--- src/rtl/pmem_arbiter_pkg.sv ---
// Shared types for the I/D physical-memory arbiter: FSM states, requester ids
// and the fixed-priority pick helper.
package pmem_arbiter_pkg;

  typedef enum logic [1:0] {
    IDLE,
    GNT_I,
    GNT_D,
    DONE
  } pmem_arb_state_t;

  typedef enum logic {
    REQ_I,
    REQ_D
  } pmem_req_id_t;

  localparam int PMEM_ARB_ADDR_W = 32;
  localparam int PMEM_ARB_LINE_W = 256;

  // D wins unless the starvation guard forces I; only meaningful when someone requests.
  function automatic pmem_req_id_t pick_requester(input logic d_req, input logic i_force);
    return (d_req && !i_force) ? REQ_D : REQ_I;
  endfunction

endpackage

--- src/rtl/pmem_arbiter.sv ---
// Two-requester (I-cache, D-cache) arbiter for a single 256-bit line memory port.
// Optional I starvation guard enabled with `define PMEM_ARB_STARVE_EN.
module pmem_arbiter
  import pmem_arbiter_pkg::*;
#(
  parameter int ADDR_W = PMEM_ARB_ADDR_W,
  parameter int LINE_W = PMEM_ARB_LINE_W
`ifdef PMEM_ARB_STARVE_EN
  ,
  parameter int STARVE_LIMIT = 4
`endif
) (
  input  logic              clk,
  input  logic              rst,
  input  logic [ADDR_W-1:0] i_address,
  input  logic              i_read,
  output logic [LINE_W-1:0] i_rdata,
  output logic              i_resp,
  input  logic [ADDR_W-1:0] d_address,
  input  logic              d_read,
  input  logic              d_write,
  input  logic [LINE_W-1:0] d_wdata,
  output logic [LINE_W-1:0] d_rdata,
  output logic              d_resp,
  output logic [ADDR_W-1:0] pmem_address,
  output logic              pmem_read,
  output logic              pmem_write,
  output logic [LINE_W-1:0] pmem_wdata,
  input  logic [LINE_W-1:0] pmem_rdata,
  input  logic              pmem_resp
);

  pmem_arb_state_t r_state;
  pmem_arb_state_t w_state_next;
  pmem_req_id_t    w_pick;
  logic            w_d_req;
  logic            w_force_i;

  assign w_d_req = d_read | d_write;
  assign w_pick  = pick_requester(w_d_req, w_force_i);

`ifdef PMEM_ARB_STARVE_EN
  localparam int CNT_W = $clog2(STARVE_LIMIT + 1);
  logic [CNT_W-1:0] r_starve_cnt;

  assign w_force_i = i_read && (r_starve_cnt == CNT_W'(STARVE_LIMIT));

  // Counts D wins while I was waiting; any I grant clears it.
  always_ff @(posedge clk or negedge rst) begin
    if (!rst) begin
      r_starve_cnt <= '0;
    end else if (r_state == IDLE) begin
      if (w_state_next == GNT_I) begin
        r_starve_cnt <= '0;
      end else if (w_state_next == GNT_D && i_read &&
                   r_starve_cnt != CNT_W'(STARVE_LIMIT)) begin
        r_starve_cnt <= r_starve_cnt + CNT_W'(1);
      end
    end
  end
`else
  assign w_force_i = 1'b0;
`endif

  always_ff @(posedge clk or negedge rst) begin
    if (!rst) begin
      r_state <= IDLE;
    end else begin
      r_state <= w_state_next;
    end
  end

  always_comb begin
    w_state_next = r_state;
    unique case (r_state)
      IDLE: begin
        if (w_d_req || i_read) begin
          w_state_next = (w_pick == REQ_D) ? GNT_D : GNT_I;
        end
      end
      GNT_I, GNT_D: begin
        if (pmem_resp) begin
          w_state_next = DONE;
        end
      end
      DONE:    w_state_next = IDLE;
      default: w_state_next = IDLE;
    endcase
  end

  // Memory side follows the granted requester's live inputs; a D write masks a D read.
  always_comb begin
    pmem_address = '0;
    pmem_read    = 1'b0;
    pmem_write   = 1'b0;
    pmem_wdata   = '0;
    i_resp       = 1'b0;
    i_rdata      = '0;
    d_resp       = 1'b0;
    d_rdata      = '0;
    unique case (r_state)
      GNT_I: begin
        pmem_address = i_address;
        pmem_read    = i_read;
        i_resp       = pmem_resp;
        if (pmem_resp) begin
          i_rdata = pmem_rdata;
        end
      end
      GNT_D: begin
        pmem_address = d_address;
        pmem_write   = d_write;
        pmem_read    = d_read & ~d_write;
        pmem_wdata   = d_wdata;
        d_resp       = pmem_resp;
        if (pmem_resp) begin
          d_rdata = pmem_rdata;
        end
      end
      default: ;
    endcase
  end

  a_i_held: assert property (@(posedge clk) disable iff (!rst)
                             (r_state == GNT_I) |-> i_read);
  a_d_held: assert property (@(posedge clk) disable iff (!rst)
                             (r_state == GNT_D) |-> (d_read || d_write));

endmodule

--- config.mk ---
export PLATFORM = sky130hd
export DESIGN_NAME = pmem_arbiter
export DESIGN_NICKNAME = d
export VERILOG_FILES = /design/src/rtl/pmem_arbiter_pkg.sv /design/src/rtl/pmem_arbiter.sv
export SDC_FILE = /design/constraint.sdc
export NUM_CORES = 1
export LEC_CHECK = 0
export BUFFER_PORTS_ARGS = -buffer_cell sky130_fd_sc_hd__clkbuf_2
export CAP_MARGIN = 10
export CORE_AREA = 4 4 539 541
export CTS_CLUSTER_DIAMETER = 150
export CTS_CLUSTER_SIZE = 8
export DETAILED_ROUTE_END_ITERATION = 10
export DIE_AREA = 0 0 543 545
export PLACE_DENSITY = 0.3
export SYNTH_ARGS = -nofsm -noshare
export SYNTH_HDL_FRONTEND = slang
export SYNTH_SLANG_ARGS = --single-unit
--- constraint.sdc ---
create_clock -name clk -period 3.37 [get_ports clk]
set_clock_uncertainty 0.2 [all_clocks]
set_input_delay 0.5055 -clock clk [delete_from_list [all_inputs] [get_ports clk]]
set_output_delay 0.5055 -clock clk [all_outputs]
set_load 0.01 [all_outputs]
After elaboration in Yosys (flattened, before gate mapping)
Cells that the tools add are included.
{"block": "classes", "n_eq_ne": 5, "muxes": 14, "bitwise": 3, "n_reduce_logical": 4}
{"operator": "two-way mux 256 bit", "n": 4}
{"operator": "one-hot mux 32 bit (2 select lines)", "n": 1}
{"operator": "two-way mux 2 bit", "n": 3}
{"operator": "one-hot mux 2 bit (3 select lines)", "n": 1}
{"operator": "equality test 2 bit (second input constant)", "n": 2}
{"operator": "two-way mux 1 bit", "n": 4}
{"operator": "inequality test 2 bit (second input constant)", "n": 2}
{"operator": "equality test 2 x 1 -> 1 bit (second input constant)", "n": 1}
{"operator": "logical NOT 2 bit", "n": 1}
{"operator": "one-hot mux 1 bit (2 select lines)", "n": 1}
{"operator": "AND reduction 2 bit", "n": 1}
{"operator": "OR reduction 2 bit", "n": 1}
{"operator": "AND 1 bit", "n": 1}
{"operator": "logical OR 1 bit", "n": 1}
{"operator": "inverter 1 bit", "n": 1}
{"operator": "bitwise OR 1 bit", "n": 1}
{"block": "word_totals", "register_bits": 2, "inputBits": 582, "output_inout_bits": 804}

Depth between registers and ports, before layout
{"block": "logic_depth", "word_depth": 5, "mapped_depth": 6, "mapped_depth_nobuf": 5}

Least setup slack after synthesis
OpenSTA, ideal clock, no wires.
{"block": "synth_timing", "kind": "reg-to-output", "startpoint": "register r_state[0]", "endpoint": "output port pmem_read", "arrival_time_ns": 1.370, "required_ns": 2.664, "path_slack_ns": 1.295, "stages_incl_launch_ff": 6, "path_cell_list": "dfrtp_1 -> inv_1 -> ha_1 -> clkbuf_1 -> nand3b_1 -> a21boi_0"}
{"block": "synth_between", "elab_chain_cells": 2, "elab_cells_between_ends": 3, "classes_between": "eq/ne: 2; mux: 1"}
{"element": "start: declaration", "line": "pmem_arbiter.sv:33", "rtl": "pmem_arb_state_t r_state;"}
{"element": "start signal: assignment", "line": "pmem_arbiter.sv:69", "rtl": "r_state <= w_state_next;"}
{"element": "equality test 2 bit / equality test 2 x 1 -> 1 bit (equally long branches)", "line": "pmem_arbiter.sv:101", "rtl": "unique case (r_state)"}
{"element": "one-hot mux 1 bit (2 select lines) *", "line": "pmem_arbiter.sv:101"}
{"element": "end: declaration", "line": "pmem_arbiter.sv:26", "rtl": "output logic pmem_read,"}
Mark *: on every way between the ends. The rest lies on a longest branch, timed or not.

Worst setup path after layout
Same ends and word-level chain as after synthesis.

==> results.toml <==
[run_status]
status = "finished, final reports clean"

[worst_setup_path]
critPathArrivalTime_ns = 2.61
crit_slowest_cell = "a21boi_0"
crit_chain = "inv_1, ha_4, buf_12, nand3b_1, a21boi_0, clkbuf_2"
crit_path_max_incr_delay_ns = 0.72
cp_max_fo = 65
criticalPathCategory = "register to output port"
cp-end-kind = "output port"
rrSetupSlack_ns = 1.46
crit_required_ns = 2.66
startpoint_type = "register"

[final_layout]
largest_reg_flops = 2
largest_register = "r_state"
fillers = 34200
area_growth_pct = 191.1
final_layout_size_suffix_gt1_frac = 0.6277
reg_top3 = "r_state: 2 flops"
fin_nets = 2880
layout_commonest_cell = "clkbuf_2"
mostFrequentLayoutCells = "clkbuf_2 (1,383), and3_1 (512), and2_1 (259)"
multi_input_area_um2 = 5456
regArea_um2 = 50.05

[global_route]
antenna_found_initial = 255
grt_pass1_vias = 14590
overflow = 0
grt_pass1_wl_um = 249600
grt_usage = 0.1406
grt_max_degree = 106

[min_path]
hold_path.class = "primary input to register"

[placement]
post-dp-hpwl_um = 209800
place.gp.congestion = 0.9342
io_buffers = 1385

[timing]
grt_setup_unrepaired = "no"
fin_crit_sh = 0.9840
slew_headroom = 0.3385
drv_slew = 0
min_period_ns = 3.316
hold_viol = 0
tightest_slew_ns = 0.9922
fmax_mhz = 301.6
setup_viol = 0
fin_tns_setup_ns = 0

[clock_tree]
cts_tree = "built"
htreeDepth = 1
cts_buffers = 3
path_clk_slew_ns = 0.03
ctsLongestPathBuffers = 2
cts_root_buf = "clkbuf_16"
insertion_delay_ns = 0.22
cts.sinks = 2

[floorplanning]
core.rowCount = 196
ioPinCount = 1386
die_h_um = 545
dieWidth_um = 543
die_area_um2 = 295900
core_um2 = 285000
start_util = 0.02169

[routing]
ant_nets = 0
drt-vias-per-instance = 2.443
drtPass1Iterations = 5
drc_errors = 0
drtIter0Drc = 1125
post_drt_wl_per_cell_um = 35.96
vias = 15000
wl_um = 220800

[power]
p_leak_nw = 10.33
power_mw = 10.18
ir_worst_vdd_mv = 0.3164
powerDensity_nw_per_um2 = 565.9

[synth]
ys_seq_elements = 2
yosysUniqueCellTypes = 21
yosysWarnings = 0
syn-num-nets = 1597
synth_area_um2 = 6182
postSynthCellCount = 1010
yosysSeqAreaShare = 0.008096
avgSynthCellArea_um2 = 6.121

[job]
drv_cap = 0
[cell type report]
class / count / area share
inverter: 3 / 0.0006257
timing repair buffer: 1431 / 0.4156
tap: 3762 / 0.2615
multi-input combinational: 852 / 0.3032
antenna: 87 / 0.01210
sequential: 2 / 0.002781
clock buffer: 3 / 0.004171
[worst max-delay path: cells and delay by family (launching register included)]
| family | cells | cell delay, ns |
|---|---|---|
| buffers and inverters | 3 | 0.82 |
| AOI/OAI and AO/OA | 1 | 0.72 |
| DFF | 1 | 0.43 |
| adders and majority gates | 1 | 0.29 |
| and+or+nand+nor | 1 | 0.11 |
[layer usage]
metal  wire length (um)  GRT usage
met1              92100     0.1729
met5                183          0
met4              10680    0.04650
met2              91400     0.2127
met3              26430    0.06899
[logic make-up after synthesis]
logic type,Yosys count,share of synthesized area
DFF,2,0.008096
buffers and inverters,156,0.1158
adders and majority gates,5,0.01012
AOI/OAI and AO/OA,38,0.04554
and+or+nand+nor,809,0.8205
[cell usage after synthesis]
| cell type | count | share of area |
|---|---|---|
| a22oi_1 | 32 | 0.039 |
| and3_1 | 512 | 0.52 |
| nor3b_4 | 1 | 0.0030 |
| nor3b_1 | 2 | 0.0024 |
| nand2_1 | 2 | 0.0012 |
| clkbuf_1 | 56 | 0.034 |
| dfrtp_1 | 2 | 0.0081 |
| a21oi_1 | 2 | 0.0016 |
| a311o_1 | 1 | 0.0016 |
| and2_1 | 259 | 0.26 |
| a311oi_1 | 1 | 0.0014 |
| ha_1 | 5 | 0.010 |
| inv_1 | 3 | 0.0018 |
| a21boi_0 | 1 | 0.0012 |
| o21ai_0 | 1 | 0.00081 |
| buf_4 | 1 | 0.0012 |
| buf_6 | 1 | 0.0018 |
| clkbuf_2 | 24 | 0.019 |
| nand3b_1 | 1 | 0.0012 |
| buf_2 | 71 | 0.057 |
| nor2b_1 | 32 | 0.032 |
[metrics by stage]
step	hold WS [ns]	setup slack, ns	utilization	instances	area [um^2]
final	0.4846	0.05393	0.06316	6140	18000
after global routing	0.5375	0.02929	0.06281	6100	17900
after CTS	0.5077	0.1199	0.06239	6053	17780
after detailed placement	0.1162	0.3535	0.06209	6049	17690
after global placement	0.1155	0.3654	0.06209	6049	17690
after floorplan	0.009909	1.295	-	1010	6182
[report_power, final]
part / switching (mW) / leakage (nW) / internal [mW] / total [mW]
logic: 6.94 / 10.3 / 3.00 / 9.94
clock network: 0.0281 / 0.0375 / 0.151 / 0.179
registers: 0.0245 / 0.0242 / 0.0377 / 0.0622
total: 6.99 / 10.3 / 3.19 / 10.2
[path summary, 6_finish.rpt]
path                              endpoint  startpoint  cells past startpoint
worst max-delay path             pmem_read  r_state[0]                      6
worst max register to register  r_state[1]  r_state[1]                      4
min in group asynchronous       r_state[0]         rst                      2
worst min-delay path            r_state[0]      i_read                      3
worst min register to register  r_state[1]  r_state[1]                      1
max in group asynchronous       r_state[1]         rst                      2
[repair_timing]
action / 4_1_cts / 5_1_grt
endpoints found under the setup margin: 0 / 0
hold buffers: 1 / 0
gates resized for setup: 0 / 0
endpoints found under the hold margin: 2 / 0
buffers inserted: 0 / 0
No activity file was read; power rests on OpenSTA's default activity.
